### src/rtl/rc2014_trace_pkg.sv
// Shared types and helpers for the RC2014 bus trace sequencer.
// Optional build macro: TRACE_TIMESTAMP_EN adds a 16-bit timestamp to each entry
// and lengthens the printed line from 11 to 17 characters.
package rc2014_trace_pkg;

  localparam int LINE_LEN_BASE = 11;
  localparam int LINE_LEN_TS   = 17;

`ifdef TRACE_TIMESTAMP_EN
  localparam int LINE_LEN = LINE_LEN_TS;
`else
  localparam int LINE_LEN = LINE_LEN_BASE;
`endif

  localparam logic [7:0] ASCII_CR    = 8'h0D;
  localparam logic [7:0] ASCII_LF    = 8'h0A;
  localparam logic [7:0] ASCII_SPACE = 8'h20;
  localparam logic [7:0] ASCII_EQ    = 8'h3D;
  localparam logic [7:0] ASCII_T     = 8'h74;
  localparam logic [7:0] ASCII_R     = 8'h52;
  localparam logic [7:0] ASCII_W     = 8'h57;
  localparam logic [7:0] ASCII_I     = 8'h49;
  localparam logic [7:0] ASCII_O     = 8'h4F;

  typedef struct packed {
    logic        is_io;
    logic        is_wr;
    logic [15:0] addr;
    logic [7:0]  data;
`ifdef TRACE_TIMESTAMP_EN
    logic [15:0] ts;
`endif
  } trace_entry_t;

  // Uppercase hex digit for one nibble.
  function automatic logic [7:0] hex_ascii(input logic [3:0] nibble);
    if (nibble < 4'd10)
      return 8'h30 + {4'h0, nibble};
    else
      return 8'h37 + {4'h0, nibble};
  endfunction

endpackage

### src/rtl/trace_fifo.sv
// Single-clock FIFO of trace entries. Storage has no reset so it maps onto block RAM.
// rd_entry is registered: it shows the head as it stood at the previous edge, so a
// consumer must wait one cycle after level becomes non-zero before taking it.
module trace_fifo
  import rc2014_trace_pkg::*;
#(
  parameter int DEPTH = 16
) (
  input  logic                       CLK,
  input  logic                       reset,
  input  logic                       push,
  input  trace_entry_t               wr_entry,
  input  logic                       pop,
  output trace_entry_t               rd_entry,
  output logic                       full,
  output logic                       empty,
  output logic [$clog2(DEPTH):0]     level
);

  localparam int PW = $clog2(DEPTH);

  trace_entry_t           mem [DEPTH];
  trace_entry_t           rd_entry_reg;
  logic [PW-1:0]          wr_ptr_reg;
  logic [PW-1:0]          rd_ptr_reg;
  logic [PW:0]            level_reg;
  logic                   push_ok;
  logic                   pop_ok;

  assign full     = (level_reg == (PW+1)'(DEPTH));
  assign empty    = (level_reg == '0);
  assign level    = level_reg;
  assign rd_entry = rd_entry_reg;

  // A push into a full FIFO is still taken when the same edge frees a slot.
  assign pop_ok  = pop && !empty;
  assign push_ok = push && (!full || pop_ok);

  // Storage write port and registered read of the current head.
  always_ff @(posedge CLK) begin
    if (push_ok)
      mem[wr_ptr_reg] <= wr_entry;
    rd_entry_reg <= mem[rd_ptr_reg];
  end

  // Pointer and occupancy bookkeeping.
  always_ff @(posedge CLK) begin
    if (reset) begin
      wr_ptr_reg <= '0;
      rd_ptr_reg <= '0;
      level_reg  <= '0;
    end else begin
      if (push_ok)
        wr_ptr_reg <= wr_ptr_reg + 1'b1;
      if (pop_ok)
        rd_ptr_reg <= rd_ptr_reg + 1'b1;
      case ({push_ok, pop_ok})
        2'b10:   level_reg <= level_reg + 1'b1;
        2'b01:   level_reg <= level_reg - 1'b1;
        default: level_reg <= level_reg;
      endcase
    end
  end

endmodule

### src/rtl/bus_trace_sequencer.sv
// Captures Z80 bus cycles inside an address window (and optionally I/O cycles),
// queues them, and streams each one to uart_tx as an ASCII hex line.
// Optional build macro: TRACE_TIMESTAMP_EN appends " tTTTT" from a free-running counter.
module bus_trace_sequencer
  import rc2014_trace_pkg::*;
#(
  parameter int          FIFO_DEPTH = 16,
  parameter logic [15:0] ADDR_LO    = 16'h2000,
  parameter logic [15:0] ADDR_HI    = 16'h7FFF,
  parameter int          CAPTURE_IO = 0
) (
  input  logic                          CLK,
  input  logic                          reset,
  input  logic [15:0]                   bus_a,
  input  logic [7:0]                    bus_d,
  input  logic                          bus_mreq_n,
  input  logic                          bus_iorq_n,
  input  logic                          bus_rd_n,
  input  logic                          bus_wr_n,
  input  logic                          enable,
  output logic                          tx_req,
  output logic [7:0]                    tx_data,
  input  logic                          tx_ready,
  output logic [$clog2(FIFO_DEPTH):0]   fifo_level,
  output logic [7:0]                    drop_count,
  output logic                          busy
);

  localparam int LW = $clog2(FIFO_DEPTH) + 1;
  localparam logic [4:0] LAST_IDX = 5'(LINE_LEN - 1);

  localparam logic [1:0] ST_IDLE = 2'd0;
  localparam logic [1:0] ST_LOAD = 2'd1;
  localparam logic [1:0] ST_SEND = 2'd2;

  // Bus bundle: {a[15:0], d[7:0], mreq_n, iorq_n, rd_n, wr_n}
  logic [27:0]  bus_meta_reg;
  logic [27:0]  bus_sync_reg;
  logic [15:0]  a_sync;
  logic [7:0]   d_sync;
  logic         mreq_n_sync, iorq_n_sync, rd_n_sync, wr_n_sync;

  logic         mem_hit, io_hit, act;
  logic         act_reg;
  logic         push;
  trace_entry_t sample_reg;
  trace_entry_t push_entry;
  trace_entry_t head_entry;
  trace_entry_t line_reg;
  logic         fifo_full, fifo_empty, fifo_pop;
  logic [LW-1:0] level;
  logic [7:0]   drop_count_reg;
  logic [1:0]   state_reg;
  logic [4:0]   idx_reg;
  logic [7:0]   line_char;

`ifdef TRACE_TIMESTAMP_EN
  logic [15:0]  ts_cnt_reg;

  // Free-running cycle stamp, wraps naturally.
  always_ff @(posedge CLK) begin
    if (reset)
      ts_cnt_reg <= '0;
    else
      ts_cnt_reg <= ts_cnt_reg + 16'd1;
  end
`endif

  // Two-flop synchronizer for every bus pin; idles at the inactive (all-ones) level.
  always_ff @(posedge CLK) begin
    if (reset) begin
      bus_meta_reg <= '1;
      bus_sync_reg <= '1;
    end else begin
      bus_meta_reg <= {bus_a, bus_d, bus_mreq_n, bus_iorq_n, bus_rd_n, bus_wr_n};
      bus_sync_reg <= bus_meta_reg;
    end
  end

  assign {a_sync, d_sync, mreq_n_sync, iorq_n_sync, rd_n_sync, wr_n_sync} = bus_sync_reg;

  // A cycle of interest: a strobe plus either an in-window memory access or an I/O access.
  always_comb begin
    mem_hit = !mreq_n_sync && (a_sync >= ADDR_LO) && (a_sync <= ADDR_HI);
    io_hit  = (CAPTURE_IO != 0) && !iorq_n_sync;
    act     = (!rd_n_sync || !wr_n_sync) && (mem_hit || io_hit);
  end

  // Track the last sample of the active cycle; the push uses it after the strobe ends.
  always_ff @(posedge CLK) begin
    if (reset) begin
      act_reg    <= 1'b0;
      sample_reg <= '0;
    end else begin
      act_reg <= act;
      if (act) begin
        sample_reg.is_io <= !mem_hit;
        sample_reg.is_wr <= !wr_n_sync;
        sample_reg.addr  <= a_sync;
        sample_reg.data  <= d_sync;
      end
    end
  end

  assign push = act_reg && !act && enable;

  // Entry written to the FIFO: the held sample plus, if built in, the stamp at the push edge.
  always_comb begin
    push_entry = sample_reg;
`ifdef TRACE_TIMESTAMP_EN
    push_entry.ts = ts_cnt_reg;
`endif
  end

  assign fifo_pop = (state_reg == ST_LOAD) && !fifo_empty;

  trace_fifo #(
    .DEPTH (FIFO_DEPTH)
  ) u_fifo (
    .CLK      (CLK),
    .reset    (reset),
    .push     (push),
    .wr_entry (push_entry),
    .pop      (fifo_pop),
    .rd_entry (head_entry),
    .full     (fifo_full),
    .empty    (fifo_empty),
    .level    (level)
  );

  // Count cycles lost to a full FIFO, saturating so it never wraps back to a small number.
  always_ff @(posedge CLK) begin
    if (reset)
      drop_count_reg <= '0;
    else if (push && fifo_full && !fifo_pop && (drop_count_reg != 8'hFF))
      drop_count_reg <= drop_count_reg + 8'd1;
  end

  // Line sequencer: wait for an entry, latch it, then hand out one character per accept.
  always_ff @(posedge CLK) begin
    if (reset) begin
      state_reg <= ST_IDLE;
      idx_reg   <= '0;
      line_reg  <= '0;
    end else begin
      case (state_reg)
        ST_IDLE: begin
          if (level != '0)
            state_reg <= ST_LOAD;
        end
        ST_LOAD: begin
          line_reg  <= head_entry;
          idx_reg   <= '0;
          state_reg <= ST_SEND;
        end
        ST_SEND: begin
          if (tx_ready) begin
            if (idx_reg == LAST_IDX)
              state_reg <= (level != '0) ? ST_LOAD : ST_IDLE;
            else
              idx_reg <= idx_reg + 5'd1;
          end
        end
        default: state_reg <= ST_IDLE;
      endcase
    end
  end

  // Character at the current line position.
  always_comb begin
    line_char = 8'h00;
    case (idx_reg)
      5'd0:  line_char = line_reg.is_io ? (line_reg.is_wr ? ASCII_O : ASCII_I)
                                        : (line_reg.is_wr ? ASCII_W : ASCII_R);
      5'd1:  line_char = ASCII_SPACE;
      5'd2:  line_char = hex_ascii(line_reg.addr[15:12]);
      5'd3:  line_char = hex_ascii(line_reg.addr[11:8]);
      5'd4:  line_char = hex_ascii(line_reg.addr[7:4]);
      5'd5:  line_char = hex_ascii(line_reg.addr[3:0]);
      5'd6:  line_char = ASCII_EQ;
      5'd7:  line_char = hex_ascii(line_reg.data[7:4]);
      5'd8:  line_char = hex_ascii(line_reg.data[3:0]);
`ifdef TRACE_TIMESTAMP_EN
      5'd9:  line_char = ASCII_SPACE;
      5'd10: line_char = ASCII_T;
      5'd11: line_char = hex_ascii(line_reg.ts[15:12]);
      5'd12: line_char = hex_ascii(line_reg.ts[11:8]);
      5'd13: line_char = hex_ascii(line_reg.ts[7:4]);
      5'd14: line_char = hex_ascii(line_reg.ts[3:0]);
      5'd15: line_char = ASCII_CR;
      5'd16: line_char = ASCII_LF;
`else
      5'd9:  line_char = ASCII_CR;
      5'd10: line_char = ASCII_LF;
`endif
      default: line_char = 8'h00;
    endcase
  end

  assign tx_req     = (state_reg == ST_SEND);
  assign tx_data    = tx_req ? line_char : 8'h00;
  assign busy       = (state_reg != ST_IDLE);
  assign fifo_level = level;
  assign drop_count = drop_count_reg;

endmodule

### config.mk
export PLATFORM = sky130hd
export DESIGN_NAME = bus_trace_sequencer
export DESIGN_NICKNAME = d
export VERILOG_FILES = /design/src/rtl/rc2014_trace_pkg.sv /design/src/rtl/trace_fifo.sv /design/src/rtl/bus_trace_sequencer.sv
export SDC_FILE = /design/constraint.sdc
export NUM_CORES = 1
export LEC_CHECK = 0
export ABC_AREA = 1
export BUFFER_PORTS_ARGS = -buffer_cell sky130_fd_sc_hd__buf_2
export CAP_MARGIN = 15
export CORE_MARGIN = 4
export CORE_UTILIZATION = 60
export CTS_CLUSTER_DIAMETER = 120
export DETAILED_ROUTE_END_ITERATION = 8
export PLACE_DENSITY_LB_ADDON = 0.12
export SETUP_SLACK_MARGIN = 0.02
export SLEW_MARGIN = 20
export SYNTH_ARGS = -nofsm -noshare
export SYNTH_HDL_FRONTEND = slang
export SYNTH_SLANG_ARGS = --single-unit
### constraint.sdc
create_clock -name CLK -period 2.8 [get_ports CLK]
set_input_delay 0.56 -clock CLK [delete_from_list [all_inputs] [get_ports CLK]]
set_output_delay 0.56 -clock CLK [all_outputs]
set_load 0.05 [all_outputs]
==> flow_metrics.env <==
export IMPL_pre_cts_slack_ns=0.441
export IMPL_setup_slack_ns=0.0417
export IMPL_critPathMaxFanout=4
export IMPL_critPathRequiredTime_ns=2.24
export IMPL_synth_seq_cells=577
export IMPL_die_x_um=201
export IMPL_grt_overflow=0
export IMPL_tightest_slew_ns=0.782
export IMPL_cts_buffer_depth=3
export IMPL_fin_crit_sh_pct=98.5
export IMPL_async_flop_share_pct=0
export IMPL_cts_buffers_inserted=55
export IMPL_ios=55
export IMPL_num_nets_final=1996
export IMPL_grt_max_degree=141
export IMPL_ys_seq_area_share_pct=70.0
export IMPL_final_core_util_pct=69.2
export IMPL_clock_sinks=577
export IMPL_rsz0062_at_grt="yes"
export IMPL_place_gp_congestion=0.845
export IMPL_yosysUniqueCellTypes=46
export IMPL_synth_warnings=0
export IMPL_dp_cells=2348
export IMPL_diodes=0
export IMPL_syn_area_per_cell_um2=11.9
export IMPL_cpPeakStageDelay_ns=0.37
export IMPL_first_iter_violations=1476
export IMPL_ir_worst_vdd_uv=734
export IMPL_drv_slew=0
export IMPL_rows=70
export IMPL_start_util_pct=61.0
export IMPL_hpwlAfterDp_um=29200
export IMPL_drv_cap=0
export IMPL_netlist_area_mm2=0.0224
export IMPL_yosys_top_cells_area="edfxtp_1 56%, dfxtp_1 14%, o21ai_0 5.3%"
export IMPL_drc=0
export IMPL_layout_drive_gt1_share_pct=17.9
export IMPL_maxSlewHeadroom_pct=47.9
export IMPL_globalRouteTotalUtil_pct=25.3
export IMPL_vias=14700
export IMPL_cts_root_buf="clkbuf_16"
export IMPL_max_freq_ghz=0.363
export IMPL_setup_tns_ns=0
export IMPL_setup_viol=0
export IMPL_endpoint_kind="output port"
export IMPL_crit_chain="inv_4, ha_4, inv_2, nor2_4, nand2_2, o21ai_1, a21oi_2, nand3b_1, nor2_1, a21oi_1, buf_4"
export IMPL_dr_pass1_iters=6
export IMPL_ys_dominant_reg_cell="edfxtp_1"
export IMPL_h_tree_depth=2
export IMPL_fin_area_mm2=0.0255
export IMPL_die_h_um=201
export IMPL_grt_pass1_wl_um=79600
export IMPL_antenna_found_initial=0
export IMPL_largest_reg_flops=416
export IMPL_antenna_left=0
export IMPL_power_density_mw_per_mm2=676
export IMPL_die_area_mm2=0.0406
export IMPL_synth_top_area_share_pct=55.7
export IMPL_dpl_instance_area_mm2=0.0234
export IMPL_yosys_area_top_type="edfxtp_1"
export IMPL_core_area_mm2=0.0368
export IMPL_wirelength_um=52200
export IMPL_clk_pin_slew_ns=0.06
export IMPL_critPathKind="reg2out"
export IMPL_clock_latency_ns=0.61
export IMPL_hold_class="in2reg"
export IMPL_port_buffer_count=52
export IMPL_syn_nets=1939
export IMPL_multi_input_area_mm2=0.00619
export IMPL_fin_crit_ns=2.76
export IMPL_cp_arrival_ns=2.20
export IMPL_synth_edf_count=416
export IMPL_wl_per_cell_um=21.2
export IMPL_worstSetupStartpointType="register"
export IMPL_fin_skew_ns=0.0282
export IMPL_critPathBufInv=3
export IMPL_crit_slowest_cell="dfxtp_4"
export IMPL_syn_to_final_growth_pct=13.4
export IMPL_viasPerCell=5.99
export IMPL_syn_instance_count=1887
export IMPL_final_cells=2457
export IMPL_cts_tree="built"
export IMPL_outcome="finished, final reports clean"
export IMPL_first_global_vias=14000
export IMPL_hold_viol=0
export IMPL_register_area_mm2=0.0157
export IMPL_path_delay_family="compound AO/OA/AOI/OAI gates"
export IMPL_p_leak_uw=0.00883
export IMPL_fill_cells=2608
==> layout by cell type (no fill, tap or decap), types with 15 or more instances in the layout <==
cell type  count
o21ai_0      235
o21ai_1       29
or2_2         54
nand2_1      174
inv_1         51
o221ai_1      84
edfxtp_1     416
a21oi_1       64
inv_2         17
clkbuf_16     57
nor2_1       258
buf_2         45
o22ai_1       21
o211ai_1      24
nand3_1       71
ha_1          15
dfxtp_1      153
nor2_4        25
buf_4         50
==> per-stage QoR <==
step,power [uW],hold WS [ns]
after CTS,17300,0.0991
after floorplan,9940,0.389
after global placement,10100,0.393
after global routing,17800,0.118
after detailed placement,10100,0.395
final,17200,0.127
==> cells by family after synthesis <==
logic type / share of synthesized area [%]
adder cells (fa/ha/maj): 1.15
buffers and inverters: 3.71
other: 0.0167
XOR/XNOR: 0.234
AO/OA/AOI/OAI: 12.2
AND/OR/NAND/NOR: 12.6
flip-flops: 70.0
==> repair_timing <==
item | in CTS | in global routing
endpoints found under the setup margin | 7 | 7
setup buffers | 4 | 3
endpoints found under the hold margin | 0 | 0
hold buffers | 0 | 0
cloned | 0 | 0
pin swaps | 10 | 18
gates resized for setup | 31 | 41
==> routing by layer <==
layer / vias up / GRT usage (%) / share of wire, % / wire, um
li1: 6899 / - / - / -
met1: 7150 / 34.2 / 41 / 21400
met2: 555 / 41.8 / 49 / 25300
met3: 108 / 3.30 / 6.5 / 3410
met4: 0 / 11.0 / 3.9 / 2030
met5: - / 0 / 0 / 0
==> Yosys cell counts, types with 2 or more instances <==
library cell and number:
edfxtp_1 416, nor2_1 280, o21ai_0 239, nand2_1 180
dfxtp_1 161, o221ai_1 84, nand3_1 76, a21oi_1 66
inv_1 59, clkbuf_1 55, or2_2 54, buf_2 30
o21ai_1 26, o211ai_1 24, o22ai_1 21, ha_1 19
buf_4 13, inv_2 12, nand2_4 9, nor2_2 6
clkbuf_2 5, nor2_4 5, nor3_1 5, buf_6 4
nand4_1 4, inv_4 3, xnor2_1 3, xor2_1 3
a21oi_2 2, a31oi_1 2, buf_1 2, clkinv_1 2
nand2_2 2, nand3_2 2, nor2_8 2
==> power by group <==
group          internal (uW)  total [uW]  switching, uW  leakage [uW]
combinational            247         737            490       0.00286
clock                   4090        7190           3100      0.000876
sequential              9170        9270           94.6       0.00510
==> worst paths after layout <==
path,startpoint,to,slack (ns),cells after the start
worst min-delay path,bus_d[4],bus_meta_reg[8]$_SDFF_PP1_,0.13,2
worst max register to register,u_fifo.level[0]$_SDFFE_PP0P_,u_fifo.level[4]$_SDFFE_PP0P_,0.59,15
worst min register to register,bus_meta_reg[27]$_SDFF_PP1_,bus_sync_reg[27]$_SDFF_PP1_,0.41,1
worst max-delay path,idx_reg[0]$_SDFFE_PP0P_,tx_data[0],0.04,11
==> cell type report <==
cell class | count | share of cell area [%]
inverters | 77 | 1.22
clock inverters | 23 | 0.728
repair buffers | 109 | 3.32
flip-flops and latches | 577 | 61.8
clock buffers | 79 | 6.30
multi-input cells | 1124 | 24.3
well taps | 468 | 2.30
Note: power is estimated with default switching activity, not from simulation.
